[config.mk]
export PLATFORM = sky130hd
export DESIGN_NAME = pedo_scheduler_flat
export DESIGN_NICKNAME = d
export VERILOG_FILES = /design/src/rtl/pedo_scheduler_if.sv /design/src/rtl/pedo_scheduler.sv /design/src/flat_wrapper.sv
export SDC_FILE = /design/constraint.sdc
export NUM_CORES = 1
export LEC_CHECK = 0
export ABC_AREA = 1
export CAP_MARGIN = 25
export CORE_ASPECT_RATIO = 0.5
export CORE_MARGIN = 1
export CORE_UTILIZATION = 45
export DETAILED_ROUTE_END_ITERATION = 6
export GPL_ROUTABILITY_DRIVEN = 0
export PLACE_DENSITY = 0.81
export SETUP_SLACK_MARGIN = 0.3
export SYNTH_ARGS = -nofsm -noshare
export SYNTH_HDL_FRONTEND = slang
export SYNTH_SLANG_ARGS = --single-unit
[constraint.sdc]
create_clock -name clk -period 1.4 [get_ports clk]
set_input_delay 0.28 -clock clk [delete_from_list [all_inputs] [get_ports clk]]
set_output_delay 0.28 -clock clk [all_outputs]
set_load 0.03 [all_outputs]
[src/rtl/pedo_scheduler_if.sv]
// Bundle of request, register-file, evaluator and status signals for
// pedo_scheduler. The slave modport is the scheduler's view. The master
// modport is the view of the surrounding system: requesters, register file,
// evaluator and status consumer.
//
// Handshake rule for both request channels (smp_*, wt_*): the requester raises
// valid together with its data and holds both stable until a rising edge at
// which valid and ready are both high; that edge is the accept edge. Ready may
// drop at any time while valid is held, and the request simply waits.
interface pedo_scheduler_if #(
  parameter int CNT_W = 8
);
  // sample request
  logic             smp_valid;
  logic             smp_ready;
  logic [7:0]       smp_a;
  logic [7:0]       smp_b;
  // weight-update request
  logic             wt_valid;
  logic             wt_ready;
  logic             wt_dual;
  logic [2:0]       wt_addr1;
  logic [2:0]       wt_addr2;
  logic [7:0]       wt_data1;
  logic [7:0]       wt_data2;
  // step counter control
  logic             clr_steps;
  // weight register-file write port
  logic             rf_we;
  logic [2:0]       rf_addr;
  logic [7:0]       rf_data;
  // step evaluator
  logic             ex_start;
  logic [7:0]       ex_a;
  logic [7:0]       ex_b;
  logic             ex_step;
  // status
  logic [CNT_W-1:0] total_steps;
  logic             busy;
  logic [2:0]       dbg_state;

  modport slave (
    input  smp_valid, smp_a, smp_b,
    input  wt_valid, wt_dual, wt_addr1, wt_addr2, wt_data1, wt_data2,
    input  clr_steps, ex_step,
    output smp_ready, wt_ready,
    output rf_we, rf_addr, rf_data,
    output ex_start, ex_a, ex_b,
    output total_steps, busy, dbg_state
  );

  modport master (
    output smp_valid, smp_a, smp_b,
    output wt_valid, wt_dual, wt_addr1, wt_addr2, wt_data1, wt_data2,
    output clr_steps, ex_step,
    input  smp_ready, wt_ready,
    input  rf_we, rf_addr, rf_data,
    input  ex_start, ex_a, ex_b,
    input  total_steps, busy, dbg_state
  );
endinterface

[src/rtl/pedo_scheduler.sv]
// Pedometer scheduler. It arbitrates between weight-update requests and
// accelerometer sample requests.
//
// Weight updates write one or two address/data pairs into the weight register
// file, one pair per cycle. Addresses 6 and 7 do not exist, so the write strobe
// is suppressed in those cycles.
//
// A sample launches the step evaluator. The scheduler then waits EVAL_LAT
// cycles and adds the evaluator's decision to total_steps.
//
// Weight updates win when both request types arrive in the same cycle.
//
// Optional feature: define PEDO_STEP_SAT_EN to make total_steps saturate at
// its maximum value. Without it the counter wraps to zero.
//
// EVAL_LAT must lie in 1..15 because the wait counter is 4 bits wide.
module pedo_scheduler #(
  parameter int CNT_W    = 8,
  parameter int EVAL_LAT = 2
) (
  input  logic              clk,
  input  logic              reset,
  pedo_scheduler_if.slave   bus
);

  typedef enum logic [2:0] {
    IDLE  = 3'd0,
    WR1   = 3'd1,
    WR2   = 3'd2,
    START = 3'd3,
    WAIT  = 3'd4,
    ACC   = 3'd5
  } state_t;

  localparam logic [3:0] LAT_INIT = 4'(EVAL_LAT);

  state_t           state_q, state_d;
  logic [3:0]       cnt_q, cnt_d;
  logic [2:0]       addr1_q, addr1_d;
  logic [2:0]       addr2_q, addr2_d;
  logic [7:0]       data1_q, data1_d;
  logic [7:0]       data2_q, data2_d;
  logic             dual_q, dual_d;
  logic [7:0]       ex_a_q, ex_a_d;
  logic [7:0]       ex_b_q, ex_b_d;
  logic [CNT_W-1:0] total_q, total_d;

  logic             idle;
  logic             rf_we;
  logic [2:0]       rf_addr;
  logic [7:0]       rf_data;

  assign idle = (state_q == IDLE);

  // Next-state logic and request latching; a weight request pre-empts a sample
  always_comb begin
    state_d = state_q;
    cnt_d   = cnt_q;
    addr1_d = addr1_q;
    addr2_d = addr2_q;
    data1_d = data1_q;
    data2_d = data2_q;
    dual_d  = dual_q;
    ex_a_d  = ex_a_q;
    ex_b_d  = ex_b_q;
    case (state_q)
      IDLE: begin
        if (bus.wt_valid) begin
          addr1_d = bus.wt_addr1;
          addr2_d = bus.wt_addr2;
          data1_d = bus.wt_data1;
          data2_d = bus.wt_data2;
          dual_d  = bus.wt_dual;
          state_d = WR1;
        end else if (bus.smp_valid) begin
          ex_a_d  = bus.smp_a;
          ex_b_d  = bus.smp_b;
          state_d = START;
        end
      end
      WR1:   state_d = dual_q ? WR2 : IDLE;
      WR2:   state_d = IDLE;
      START: begin
        cnt_d   = LAT_INIT;
        state_d = WAIT;
      end
      WAIT: begin
        // WAIT lasts EVAL_LAT cycles. The <= also guards against a zero count.
        cnt_d = cnt_q - 4'd1;
        if (cnt_q <= 4'd1) begin
          state_d = ACC;
        end
      end
      ACC:     state_d = IDLE;
      default: state_d = IDLE;
    endcase
  end

  // Step accumulator: ex_step is only meaningful in ACC, and a clear overrides it
  always_comb begin
    total_d = total_q;
    if ((state_q == ACC) && bus.ex_step) begin
`ifdef PEDO_STEP_SAT_EN
      if (total_q != {CNT_W{1'b1}}) begin
        total_d = total_q + CNT_W'(1);
      end
`else
      total_d = total_q + CNT_W'(1);
`endif
    end
    if (bus.clr_steps) begin
      total_d = '0;
    end
  end

  // Register-file write port: drives only in WR1/WR2, and skips addresses 6 and 7
  always_comb begin
    rf_we   = 1'b0;
    rf_addr = 3'd0;
    rf_data = 8'd0;
    case (state_q)
      WR1: begin
        rf_we   = (addr1_q < 3'd6);
        rf_addr = addr1_q;
        rf_data = data1_q;
      end
      WR2: begin
        rf_we   = (addr2_q < 3'd6);
        rf_addr = addr2_q;
        rf_data = data2_q;
      end
      default: begin
        rf_we   = 1'b0;
        rf_addr = 3'd0;
        rf_data = 8'd0;
      end
    endcase
  end

  // State and datapath registers; reset aborts any in-flight write or evaluation
  always_ff @(posedge clk or negedge reset) begin
    if (!reset) begin
      state_q <= IDLE;
      cnt_q   <= 4'd0;
      addr1_q <= 3'd0;
      addr2_q <= 3'd0;
      data1_q <= 8'd0;
      data2_q <= 8'd0;
      dual_q  <= 1'b0;
      ex_a_q  <= 8'd0;
      ex_b_q  <= 8'd0;
      total_q <= '0;
    end else begin
      state_q <= state_d;
      cnt_q   <= cnt_d;
      addr1_q <= addr1_d;
      addr2_q <= addr2_d;
      data1_q <= data1_d;
      data2_q <= data2_d;
      dual_q  <= dual_d;
      ex_a_q  <= ex_a_d;
      ex_b_q  <= ex_b_d;
      total_q <= total_d;
    end
  end

  assign bus.wt_ready    = idle;
  assign bus.smp_ready   = idle & ~bus.wt_valid;
  assign bus.rf_we       = rf_we;
  assign bus.rf_addr     = rf_addr;
  assign bus.rf_data     = rf_data;
  assign bus.ex_start    = (state_q == START);
  assign bus.ex_a        = ex_a_q;
  assign bus.ex_b        = ex_b_q;
  assign bus.total_steps = total_q;
  assign bus.busy        = ~idle;
  assign bus.dbg_state   = state_q;

endmodule
[src/flat_wrapper.sv]
// flat-port wrapper written by rule: the top's interface ports become plain ports
module pedo_scheduler_flat 
#(
  parameter int CNT_W    = 8,
  parameter int EVAL_LAT = 2
)
  (clk, reset, bus_smp_valid, bus_smp_a, bus_smp_b, bus_wt_valid, bus_wt_dual, bus_wt_addr1, bus_wt_addr2, bus_wt_data1, bus_wt_data2, bus_clr_steps, bus_ex_step, bus_smp_ready, bus_wt_ready, bus_rf_we, bus_rf_addr, bus_rf_data, bus_ex_start, bus_ex_a, bus_ex_b, bus_total_steps, bus_busy, bus_dbg_state);
  pedo_scheduler_if #(.CNT_W(CNT_W)) bus_i ();
  input  logic clk;
  input  logic reset;
  input wire logic [$bits(bus_i.smp_valid)-1:0] bus_smp_valid;
  input wire logic [$bits(bus_i.smp_a)-1:0] bus_smp_a;
  input wire logic [$bits(bus_i.smp_b)-1:0] bus_smp_b;
  input wire logic [$bits(bus_i.wt_valid)-1:0] bus_wt_valid;
  input wire logic [$bits(bus_i.wt_dual)-1:0] bus_wt_dual;
  input wire logic [$bits(bus_i.wt_addr1)-1:0] bus_wt_addr1;
  input wire logic [$bits(bus_i.wt_addr2)-1:0] bus_wt_addr2;
  input wire logic [$bits(bus_i.wt_data1)-1:0] bus_wt_data1;
  input wire logic [$bits(bus_i.wt_data2)-1:0] bus_wt_data2;
  input wire logic [$bits(bus_i.clr_steps)-1:0] bus_clr_steps;
  input wire logic [$bits(bus_i.ex_step)-1:0] bus_ex_step;
  output wire logic [$bits(bus_i.smp_ready)-1:0] bus_smp_ready;
  output wire logic [$bits(bus_i.wt_ready)-1:0] bus_wt_ready;
  output wire logic [$bits(bus_i.rf_we)-1:0] bus_rf_we;
  output wire logic [$bits(bus_i.rf_addr)-1:0] bus_rf_addr;
  output wire logic [$bits(bus_i.rf_data)-1:0] bus_rf_data;
  output wire logic [$bits(bus_i.ex_start)-1:0] bus_ex_start;
  output wire logic [$bits(bus_i.ex_a)-1:0] bus_ex_a;
  output wire logic [$bits(bus_i.ex_b)-1:0] bus_ex_b;
  output wire logic [$bits(bus_i.total_steps)-1:0] bus_total_steps;
  output wire logic [$bits(bus_i.busy)-1:0] bus_busy;
  output wire logic [$bits(bus_i.dbg_state)-1:0] bus_dbg_state;
  assign bus_i.smp_valid = bus_smp_valid;
  assign bus_i.smp_a = bus_smp_a;
  assign bus_i.smp_b = bus_smp_b;
  assign bus_i.wt_valid = bus_wt_valid;
  assign bus_i.wt_dual = bus_wt_dual;
  assign bus_i.wt_addr1 = bus_wt_addr1;
  assign bus_i.wt_addr2 = bus_wt_addr2;
  assign bus_i.wt_data1 = bus_wt_data1;
  assign bus_i.wt_data2 = bus_wt_data2;
  assign bus_i.clr_steps = bus_clr_steps;
  assign bus_i.ex_step = bus_ex_step;
  assign bus_smp_ready = bus_i.smp_ready;
  assign bus_wt_ready = bus_i.wt_ready;
  assign bus_rf_we = bus_i.rf_we;
  assign bus_rf_addr = bus_i.rf_addr;
  assign bus_rf_data = bus_i.rf_data;
  assign bus_ex_start = bus_i.ex_start;
  assign bus_ex_a = bus_i.ex_a;
  assign bus_ex_b = bus_i.ex_b;
  assign bus_total_steps = bus_i.total_steps;
  assign bus_busy = bus_i.busy;
  assign bus_dbg_state = bus_i.dbg_state;
  pedo_scheduler #(.CNT_W(CNT_W), .EVAL_LAT(EVAL_LAT)) u_core (.clk(clk), .reset(reset), .bus(bus_i));
endmodule
==> flow_metrics.tcl <==
set metrics [dict create \
    status "finished, violations left" \
    violations "negative setup slack" \
    grt_pass1_vias 2794 \
    critical_path_class "flip-flop to output port" \
    clock-root-buffer "clkbuf_8" \
    yosysWarningCount 0 \
    ctsHtreeMaxLevel 2 \
    regArea_sq_um 1360 \
    p_per_area_nw_per_um2 2430 \
    postLayoutCellArea_sq_um 4700 \
    area_growth_pct 86.2 \
    multiInputGateArea_sq_um 1530 \
    hold_path_class "primary input to async pin" \
    finalMaxSlewViolations 0 \
    tritoncts "built" \
    finalHoldViolCount 0 \
    vias 3058 \
    synth_seq_cells 54 \
    grt_pass1_wl_microns 14700 \
    layout-drive-gt1-share 0.472 \
    syn_inst 295 \
    netlist.area_leader.share 0.535 \
    drtIter0Drc 260 \
    synth_cell_types 25 \
    placed_area_sq_um 3720 \
    track_usage 0.345 \
    syn_area_per_cell_sq_um 8.55 \
    setup_viol 69 \
    antenna_found_initial 0 \
    slowest_stage "dfrtp_2" \
    p_total_mw 11.4 \
    final_core_utilization 0.911 \
    initial_core_util 0.489 \
    syn_area_sq_um 2520 \
    crit_fanout 4 \
    fin_cells 504 \
    cts_buffers 5 \
    io_buffers 87 \
    detail-route-antenna-nets 0 \
    die-area_sq_um 5930 \
    routed_via_density 6.07 \
    core.rowCount 18 \
    rsz0062_at_grt "yes" \
    overflow 0 \
    clkTransAtPathRegs_ps 110 \
    cts.path.max_buffers 2 \
    n_fill_cell 159 \
    yosysTopAreaCell "dfrtp_1" \
    worstPathRequired_ps 1120 \
    drc 0 \
    wl_per_cell_microns 24.1 \
    dpl.cell_count 465 \
    dp_hpwl_microns 4810 \
    holdWs_ps 444 \
    synth.yosys.seq_area_share 0.535 \
    grt_max_degree 23 \
    worst_setup_path_end_kind "output port" \
    worst_clock_skew_ps 6.99 \
    relSlewSlack 0.668 \
    nets 481 \
    routed_wl_microns 12100 \
    period_needed_ps 1880 \
    ys_top_cells_by_area "dfrtp_1 (54%), nand2_1 (14%), nand3_1 (8.3%)" \
    worst_pin_slew_ps 496 \
    r2r_cells 11 \
    worstPathCellList "inv_4, nand3_2, buf_4, o22ai_4, buf_6" \
    drv_cap 0 \
    first_pass_iters 6 \
    io_pins 88 \
    die_w_microns 108 \
    power_leakage_nw 2.22 \
    die_y_microns 55.0 \
    cp-start-kind "flip-flop" \
    vdd_ir_drop_max_mv 1.85 \
    cp.arrival_ps 1600 \
    critPathMaxStageDelay_ps 450 \
    n_antenna_cell 0 \
    clk_latency_ps 320 \
    fmax_mhz 531 \
    finalWorstSetupSlack_ps -484 \
    core_area_sq_um 5160 \
    cts_sinks 54 \
    period_share 1.35 \
    synth_fp_nets 343 \
]
==> logic make-up (layout without fill, tap and decap cells) <==
kind of cell | Yosys count | in the layout | synth area share
and+or+nand+nor | 166 | 170 | 0.291
DFF | 54 | 54 | 0.535
buffers and inverters | 38 | 173 | 0.0754
AOI/OAI and AO/OA | 33 | 33 | 0.0803
adders and majority gates | 3 | 3 | 0.0149
xor gates and xnor gates | 1 | 1 | 0.00347
==> layout make-up <==
cell class	instances	share of cell area
multi-input combinational	207	0.326
timing repair buffer	136	0.310
sequential	54	0.290
inverter	28	0.0288
tap	70	0.0186
clock buffer	5	0.0146
clock inverter	3	0.00959
timing repair inverter	1	0.00240
==> cells in the mapped netlist (all sizes together) <==
cell    instances
ha              3
xnor2           1
clkinv          3
buf             9
inv            25
and3            1
nand3b          1
nand2          95
a22o            9
nand4           1
nor2           26
dfrtp          54
clkbuf          1
a21oi          10
o22ai           3
o21ai          11
nand3          42
==> registers in the layout, summed over array words and instances (netlist names) <==
| name | flops |
|---|---|
| u_core.cnt_q | 4 |
| u_core.bus.dbg_state | 3 |
| u_core.addr1_q | 3 |
| u_core.addr2_q | 3 |
| u_core.data2_q | 8 |
| u_core.bus.ex_a | 8 |
| u_core.bus.total_steps | 8 |
| u_core.dual_q | 1 |
| u_core.data1_q | 8 |
| u_core.bus.ex_b | 8 |
==> final timing paths <==
kind / slack [ps] / start / to
max: -480 / u_core.bus.dbg_state[2] / bus_rf_addr[2]
min: 440 / reset / u_core.bus.ex_b[4]
max reg2reg: -360 / u_core.bus.dbg_state[1] / u_core.bus.dbg_state[1]
min reg2reg: 540 / u_core.cnt_q[3] / u_core.cnt_q[3]
max in group asynchronous: 480 / reset / u_core.bus.total_steps[3]
min in group clk: 510 / bus_smp_b[1] / u_core.bus.ex_b[1]
==> power breakdown <==
group	internal, mW	switching, mW	total [mW]
Clock	0.534	0.599	1.13
Combinational	3.22	4.21	7.44
Sequential	2.19	0.677	2.87
Total	5.95	5.49	11.4
==> per-stage QoR <==
stage          setup WS, ps  setup TNS, ps
2_1_floorplan         -26.6           -211
3_3_place_gp          -84.2           -913
3_5_place_dp          -98.7          -1710
4_1_cts                -348          -5930
5_1_grt                -488         -19030
6_report               -484         -17630
==> worst max-delay path, delay by kind of cell (launching register included) <==
family          cells  cell delay (ps)
compound gates      1              180
buf+inv             3              480
flops               1              450
simple gates        1              160
==> placed cells by master (no fill, tap or decap), types with 2 or more instances in the layout <==
master / n
a21oi_1: 5
a21oi_2: 5
a22o_4: 9
buf_12: 6
buf_16: 2
buf_4: 28
buf_6: 53
buf_8: 2
clkbuf_8: 5
clkdlybuf4s50_1: 43
clkinvlp_4: 2
dfrtp_1: 46
dfrtp_2: 8
ha_1: 2
inv_1: 18
inv_2: 3
inv_4: 2
inv_8: 3
nand2_1: 64
nand2_2: 19
nand2_4: 9
nand2_8: 7
nand3_1: 21
nand3_2: 20
nor2_1: 14
nor2_2: 2
nor2_4: 9
o21ai_0: 2
o21ai_1: 7
o22ai_4: 2
==> metal layers <==
layer  track usage  routed length, microns
met5             0                       0
met4         0.174                     847
met3        0.0785                    1250
met2         0.620                    5610
met1         0.407                    4410
==> what timing repair did <==
item / 4_1_cts / 5_1_grt
hold buffers: 1 / 0
buffers inserted: 10 / 13
pin swaps: 28 / 19
hold endpoints to repair: 14 / 0
setup endpoints to repair: 96 / 97
resized for setup: 259 / 57
cloned: 7 / 0
Power figures use the tool's default switching activity.
